**src/rtl/mc_controller.sv**
```systemverilog
// Multicycle MIPS control unit: a Moore FSM that sequences each instruction
// over 3-5 clocks and drives the shared-ALU/shared-memory datapath.
// Ports:
//   clk, reset         clock, synchronous active-high reset
//   opcode, funct      instruction register fields IR[31:26], IR[5:0]
//   zero               ALU zero flag (branch decision)
//   mem_ready          memory access completes this cycle (used when MEM_WAIT=1)
//   pcen .. alucontrol datapath enables and mux selects (combinational from state)
//   sign               1 = sign-extend imm16, 0 = zero-extend
//   illegal            one-cycle pulse in DECODE for an unsupported instruction
//   state              current state encoding, for debug
module mc_controller #(
  parameter bit MEM_WAIT = 1'b0
) (
  input  logic       clk,
  input  logic       reset,
  input  logic [5:0] opcode,
  input  logic [5:0] funct,
  input  logic       zero,
  input  logic       mem_ready,
  output logic       pcen,
  output logic       irwrite,
  output logic       iord,
  output logic       memwrite,
  output logic       regwrite,
  output logic       regdst,
  output logic       memtoreg,
  output logic       alusrca,
  output logic [1:0] alusrcb,
  output logic [1:0] pcsrc,
  output logic [2:0] alucontrol,
  output logic       sign,
  output logic       illegal,
  output logic [3:0] state
);

  localparam int unsigned OPW = 6;
  localparam int unsigned ALUW = 3;

  localparam logic [OPW-1:0] OP_RTYPE = 6'b000000;
  localparam logic [OPW-1:0] OP_LW    = 6'b100011;
  localparam logic [OPW-1:0] OP_SW    = 6'b101011;
  localparam logic [OPW-1:0] OP_BEQ   = 6'b000100;
  localparam logic [OPW-1:0] OP_BNE   = 6'b000101;
  localparam logic [OPW-1:0] OP_ADDI  = 6'b001000;
  localparam logic [OPW-1:0] OP_SLTI  = 6'b001010;
  localparam logic [OPW-1:0] OP_ANDI  = 6'b001100;
  localparam logic [OPW-1:0] OP_ORI   = 6'b001101;
  localparam logic [OPW-1:0] OP_J     = 6'b000010;

  localparam logic [ALUW-1:0] ALU_AND = 3'b000;
  localparam logic [ALUW-1:0] ALU_OR  = 3'b001;
  localparam logic [ALUW-1:0] ALU_ADD = 3'b010;
  localparam logic [ALUW-1:0] ALU_SUB = 3'b110;
  localparam logic [ALUW-1:0] ALU_SLT = 3'b111;

  typedef enum logic [3:0] {
    S_FETCH  = 4'd0,
    S_DECODE = 4'd1,
    S_MEMADR = 4'd2,
    S_MEMRD  = 4'd3,
    S_MEMWB  = 4'd4,
    S_MEMWR  = 4'd5,
    S_RTEX   = 4'd6,
    S_RTWB   = 4'd7,
    S_BRANCH = 4'd8,
    S_IMMEX  = 4'd9,
    S_IMMWB  = 4'd10,
    S_JUMP   = 4'd11
  } state_e;

  state_e state_q, state_d;

  logic                 ready;
  logic                 pcwrite;
  logic                 branch;
  logic                 branchne;
  logic                 rt_ok;
  logic [ALUW-1:0]      rt_alu;
  logic [ALUW-1:0]      imm_alu;

  // State register.
  always_ff @(posedge clk) begin
    if (reset) state_q <= S_FETCH;
    else       state_q <= state_d;
  end

  // Next state and datapath controls.
  always_comb begin
    state_d    = S_FETCH;
    pcwrite    = 1'b0;
    branch     = 1'b0;
    irwrite    = 1'b0;
    iord       = 1'b0;
    memwrite   = 1'b0;
    regwrite   = 1'b0;
    regdst     = 1'b0;
    memtoreg   = 1'b0;
    alusrca    = 1'b0;
    alusrcb    = 2'b00;
    pcsrc      = 2'b00;
    alucontrol = ALU_ADD;
    illegal    = 1'b0;

    ready    = mem_ready | ~MEM_WAIT;
    branchne = (opcode == OP_BNE);
    sign     = ~((opcode == OP_ANDI) | (opcode == OP_ORI));

    // R-type function decode; rt_ok qualifies the funct as supported.
    rt_ok  = 1'b1;
    rt_alu = ALU_ADD;
    case (funct)
      6'b100000: rt_alu = ALU_ADD;
      6'b100010: rt_alu = ALU_SUB;
      6'b100100: rt_alu = ALU_AND;
      6'b100101: rt_alu = ALU_OR;
      6'b101010: rt_alu = ALU_SLT;
      default:   rt_ok  = 1'b0;
    endcase

    imm_alu = ALU_ADD;
    case (opcode)
      OP_SLTI: imm_alu = ALU_SLT;
      OP_ANDI: imm_alu = ALU_AND;
      OP_ORI:  imm_alu = ALU_OR;
      default: imm_alu = ALU_ADD;
    endcase

    case (state_q)
      S_FETCH: begin
        alusrcb = 2'b01;
        irwrite = ready;
        pcwrite = ready;
        state_d = ready ? S_DECODE : S_FETCH;
      end
      S_DECODE: begin
        alusrcb = 2'b11;
        case (opcode)
          OP_LW, OP_SW:                      state_d = S_MEMADR;
          OP_BEQ, OP_BNE:                    state_d = S_BRANCH;
          OP_ADDI, OP_SLTI, OP_ANDI, OP_ORI: state_d = S_IMMEX;
          OP_J:                              state_d = S_JUMP;
          OP_RTYPE: begin
            state_d = rt_ok ? S_RTEX : S_FETCH;
            illegal = ~rt_ok;
          end
          default: illegal = 1'b1;
        endcase
      end
      S_MEMADR: begin
        alusrca = 1'b1;
        alusrcb = 2'b10;
        state_d = (opcode == OP_SW) ? S_MEMWR : S_MEMRD;
      end
      S_MEMRD: begin
        iord    = 1'b1;
        state_d = ready ? S_MEMWB : S_MEMRD;
      end
      S_MEMWB: begin
        regwrite = 1'b1;
        memtoreg = 1'b1;
      end
      S_MEMWR: begin
        iord     = 1'b1;
        memwrite = 1'b1;
        state_d  = ready ? S_FETCH : S_MEMWR;
      end
      S_RTEX: begin
        alusrca    = 1'b1;
        alucontrol = rt_alu;
        state_d    = S_RTWB;
      end
      S_RTWB: begin
        regwrite = 1'b1;
        regdst   = 1'b1;
      end
      S_BRANCH: begin
        alusrca    = 1'b1;
        alucontrol = ALU_SUB;
        pcsrc      = 2'b01;
        branch     = 1'b1;
      end
      S_IMMEX: begin
        alusrca    = 1'b1;
        alusrcb    = 2'b10;
        alucontrol = imm_alu;
        state_d    = S_IMMWB;
      end
      S_IMMWB: regwrite = 1'b1;
      S_JUMP: begin
        pcsrc   = 2'b10;
        pcwrite = 1'b1;
      end
      default: state_d = S_FETCH;
    endcase

    // Reset suppresses every side effect, including a pending write.
    if (reset) begin
      state_d    = S_FETCH;
      pcwrite    = 1'b0;
      branch     = 1'b0;
      irwrite    = 1'b0;
      iord       = 1'b0;
      memwrite   = 1'b0;
      regwrite   = 1'b0;
      regdst     = 1'b0;
      memtoreg   = 1'b0;
      alusrca    = 1'b0;
      alusrcb    = 2'b00;
      pcsrc      = 2'b00;
      alucontrol = ALU_ADD;
      illegal    = 1'b0;
    end
  end

  assign pcen  = pcwrite | (branch & (zero ^ branchne));
  assign state = 4'(state_q);

endmodule

```
**config.mk**
```make
export PLATFORM = sky130hd
export DESIGN_NAME = mc_controller
export DESIGN_NICKNAME = d
export VERILOG_FILES = /design/src/rtl/mc_controller.sv
export SDC_FILE = /design/constraint.sdc
export NUM_CORES = 1
export LEC_CHECK = 0
export CAP_MARGIN = 20
export CORE_MARGIN = 5
export CORE_UTILIZATION = 34
export CTS_CLUSTER_SIZE = 12
export DETAILED_ROUTE_END_ITERATION = 7
export PLACE_DENSITY = 0.82
export SLEW_MARGIN = 20
export SYNTH_ARGS = -nofsm -noshare
export SYNTH_HDL_FRONTEND = slang
export SYNTH_SLANG_ARGS = --single-unit
```
**constraint.sdc**
```tcl
create_clock -name clk -period 1.7 [get_ports clk]
set_clock_uncertainty 0.2 [all_clocks]
set_input_delay 0.34 -clock clk [delete_from_list [all_inputs] [get_ports clk]]
set_output_delay 0.34 -clock clk [all_outputs]
set_load 0.02 [all_outputs]
```
Word level (Yosys, flattened, before mapping). Cells that the tools add are included.

Logic and storage cells: 78. Output and inout port bits: 21. Input bits: 16. Bits in registers: 4.

Bitwise logic cells: 6. Equal/unequal tests: 25. Mux-type cells: 34. Reductions and logical operators: 12.

Operators by type and width (count): == test 6 bit, second input constant (7); == test 6 x 4 -> 1 bit, second input constant (4); one-hot mux 4 bit (6 select lines) (1); 2-to-1 mux 1 bit (21); one-hot mux 4 bit (5 select lines) (1); one-hot mux 3 bit (3 select lines) (2); == test 4 x 3 -> 1 bit, second input constant (4); == test 4 bit, second input constant (4); == test 6 x 3 -> 1 bit, second input constant (2); one-hot mux 3 bit (4 select lines) (1); OR reduction 2 bit (5); 2-to-1 mux 3 bit (3); OR reduction 9 bit (1); == test 4 x 2 -> 1 bit, second input constant (2); OR reduction 4 bit (2); == test 6 x 2 -> 1 bit, second input constant (1); zero test 6 bit (1); one-hot mux 2 bit (3 select lines) (1); OR reduction 5 bit (1); == test 4 x 1 -> 1 bit, second input constant (1); zero test 4 bit (1); 2-to-1 mux 2 bit (2); one-hot mux 2 bit (2 select lines) (1); OR reduction 3 bit (1); other kinds (5) (7).

Depth between registers and ports, before layout.
Depth in word-level cells: 7. Gate-level depth with buffers: 5. Gate-level depth less buffers: 4.

Least setup slack after synthesis. No wires, ideal clock.

Path kind: reg2out. From: register state_q[1], in the netlist state[1]. To: output port alucontrol[0]. Path slack: -0.438 ns. Data required time: 1.160 ns. Path buffers: 1. Stages on the path, launching flop included: 6. Data arrival time: 1.598 ns. Path through: dfxtp_1 nand2b_1 clkbuf_1 nor2_1 nand4b_1 a221oi_1.

Longest elaborated chain between the ends: 3. Elaborated cells between the ends (all ways): 5. Those cells by class: eq/ne: 3; mux: 2.

Ends and longest elaborated chain: start, declared (RTL line 72) `state_e state_q, state_d;`; start signal, assigned (RTL line 85) `else state_q <= state_d;`; == test 4 bit or == test 4 x 3 -> 1 bit (tied branches) (RTL line 129) `case (state_q)`; one-hot mux 3 bit (3 select lines) (*) (RTL line 129); 2-to-1 mux 3 bit (*) (RTL line 198) `if (reset) begin`; end, declared (RTL line 31) `output logic [2:0] alucontrol,`.

Every way passes the cells marked *; elsewhere a longest branch is shown, timed or not.

Worst setup path in the final report. Same ends and word-level chain as after synthesis.

==> flow_summary.toml <==
[floorplanning]
die_area_sq_mm = 0.00297
core_area_sq_mm = 0.00192
die_w_microns = 54.5
die_height_microns = 54.5
start_util_pct = 35.1
fp-row-count = 16
pin_count = 37

[yosys]
synth-xor-area-share_pct = 2.60
yosysWarningCount = 0
syn_inst = 103
synthAdderAreaFrac_pct = 0
synth_area_per_cell_sq_um = 6.55
seq_area_frac_synth_pct = 11.9
syn-num-nets = 119
postSynth.asyncResetShare_pct = 0
synth_top_family_by_area = "simple AND/OR/NAND/NOR gates"
synth-edff-count = 0
ys_types = 37
synthSimpleGateAreaFrac_pct = 49.4
synthesis.area_sq_um = 674
synthFlopType = "dfxtp_1"
ys_ff_latch = 4
synth_compound_gate_area_share_pct = 28.4
synth_mux_area_share_pct = 1.48

[min_path]
hold_path.class = "primary input to flop"
min_from = "reset"

[cells_and_area]
final_cell_mix = "buf_4 (42), buf_6 (27), buf_2 (8)"
postLayoutCellArea_sq_mm = 0.00182
drive_gt1_share_pct = 71.3
layout_commonest_cell = "buf_4"
seqCellArea_sq_um = 92.6
fin_cells = 215
largest_reg_flops = 4
nFillCells = 53
multi_input_area_sq_um = 868
finalNetCount = 205
area_growth_syn_to_layout_pct = 170
antenna_cells = 0

[routing]
wl_per_cell_microns = 24.6
drc = 0
dr.pass1.iters = 4
antenna_left = 0
via_count = 1333
drt-initial-drc-count = 64
vias_per_cell = 6.20
drt_wl_total_microns = 5300

[place]
dpl-instance-area_sq_mm = 0.00146
dp.cells = 196
io_buffer_count = 35
dp_hpwl_microns = 2260
pre_cts_ws_ns = -1.27
place_congestion = 0.811

[cts]
cts_buffers = 3
clock-sinks = 4
cts_tree = "done"
clk_latency_ns = 0.25
htreeDepth = 1
cts.path.max_buffers = 2
path_clk_slew_ns = 0.05
clockRootBuffer = "clkbuf_4"

[global_routing]
grt_antenna_before_repair = 0
grt_pass1_wl_microns = 5920
grt_max_degree = 12
track_usage_pct = 28.2
grt_pass1_vias = 1237
grt_overflow = 0

[sta]
drv_slew = 0
setup_viol = 21
period_share_pct = 127
max_freq_ghz = 0.463
rsz0062_at_grt = "true"
slew_headroom_pct = 76.8
worst_pin_slew_ns = 0.347
setup_ws_ns = -0.459
hold_viol = 0
tns_ns = -5.82
min_period_ns = 2.16

[status]
outcome = "complete, but fails checks"
violations = "setup timing"

[power]
power_density_mw_per_mm2 = 324
leakagePower_nw = 0.762
ir_worst_vdd_mv = 0.408
finalPower_uw = 591

[critical_path]
path_buf_inv = 1
slowest_stage = "a221oi_4"
reg2reg_slack_ns = -0.25
cp.arrival_ns = 1.62
path_class = "flop to output port"
end_kind = "output port"
path_max_fanout = 5
max_stage_delay_ns = 0.38
crit_required_ns = 1.16
startpoint = "state[1]"
cp-start-kind = "flop"
worstPathCellList = "nand2b_4 > nor2_4 > nand4b_1 > a221oi_4 > buf_6"
timing.rr.start = "state[1]"
cp_top_family = "simple AND/OR/NAND/NOR gates"

[flow_run]
maxCapViolations = 0
==> per-stage QoR <==
stage | utilization, % | hold WS [ns]
detailed placement | 76.2 | 0.417
global placement | 76.2 | 0.402
CTS | 86.8 | 0.275
global route | 94.8 | 0.315
floorplan | - | 0.317
finish | 94.8 | 0.288
==> path summary, 6_finish.rpt <==
check	cells after the start	to
worst max-delay path	5	alucontrol[0]
worst min-delay path	3	state[1]
worst max register to register	6	state[2]
worst min register to register	2	state[3]
==> synth_stat cells (4+ instances only) <==
| master | n | area (sq um) |
|---|---|---|
| a21oi_1 | 10 | 50.1 |
| nand2_1 | 4 | 15.0 |
| clkbuf_1 | 7 | 26.3 |
| nand2b_1 | 6 | 37.5 |
| nand3_1 | 4 | 20.0 |
| o21ai_0 | 5 | 25.0 |
| nor3_1 | 7 | 35.0 |
| nor2b_1 | 4 | 25.0 |
| nor2_1 | 13 | 48.8 |
| dfxtp_1 | 4 | 80.1 |
==> area by class of cell <==
class	instances	area share [%]
Multi-Input combinational cell	88	47.7
Timing Repair Buffer	89	43.3
Sequential cell	4	5.08
Tap cell	27	1.85
Clock buffer	4	1.44
Inverter	3	0.618
==> power breakdown <==
| part | switching, mW | internal (mW) |
|---|---|---|
| registers | 0.00705 | 0.0943 |
| clock network | 0.0567 | 0.0893 |
| logic | 0.174 | 0.170 |
==> layer usage <==
metal / global-route usage (%) / vias to the layer above / part of all wire [%]
met3: 4.36 / 45 / 7.4
met2: 50.2 / 106 / 49
met4: 17.8 / 0 / 8.0
met5: 0 / - / 0
met1: 30.7 / 627 / 35
li1: - / 555 / -
==> cell families (layout without fill, tap and decap cells) <==
group / count (synthesis) / in the layout
xor gates and xnor gates: 2 / 2
muxes: 1 / 1
buffers and inverters: 11 / 96
AOI/OAI and AO/OA: 29 / 29
and+or+nand+nor: 56 / 56
DFF: 4 / 4
==> worst register-to-register path, cell delays in order (launching register included) <==
cell and delay [ns]:
dfxtp_4 0.37, nand2b_4 0.17, buf_6 0.13, buf_8 0.13, nor3_1 0.17, or4b_1 0.51
a21oi_2 0.18
==> timing repair <==
| action | CTS | global route |
|---|---|---|
| setup endpoints to repair | 25 | 22 |
| hold buffers | 0 | 0 |
| setup buffers | 8 | 7 |
| gates resized for setup | 182 | 27 |
| pin swaps | 23 | 9 |
No activity file was read; power rests on OpenSTA's default activity.
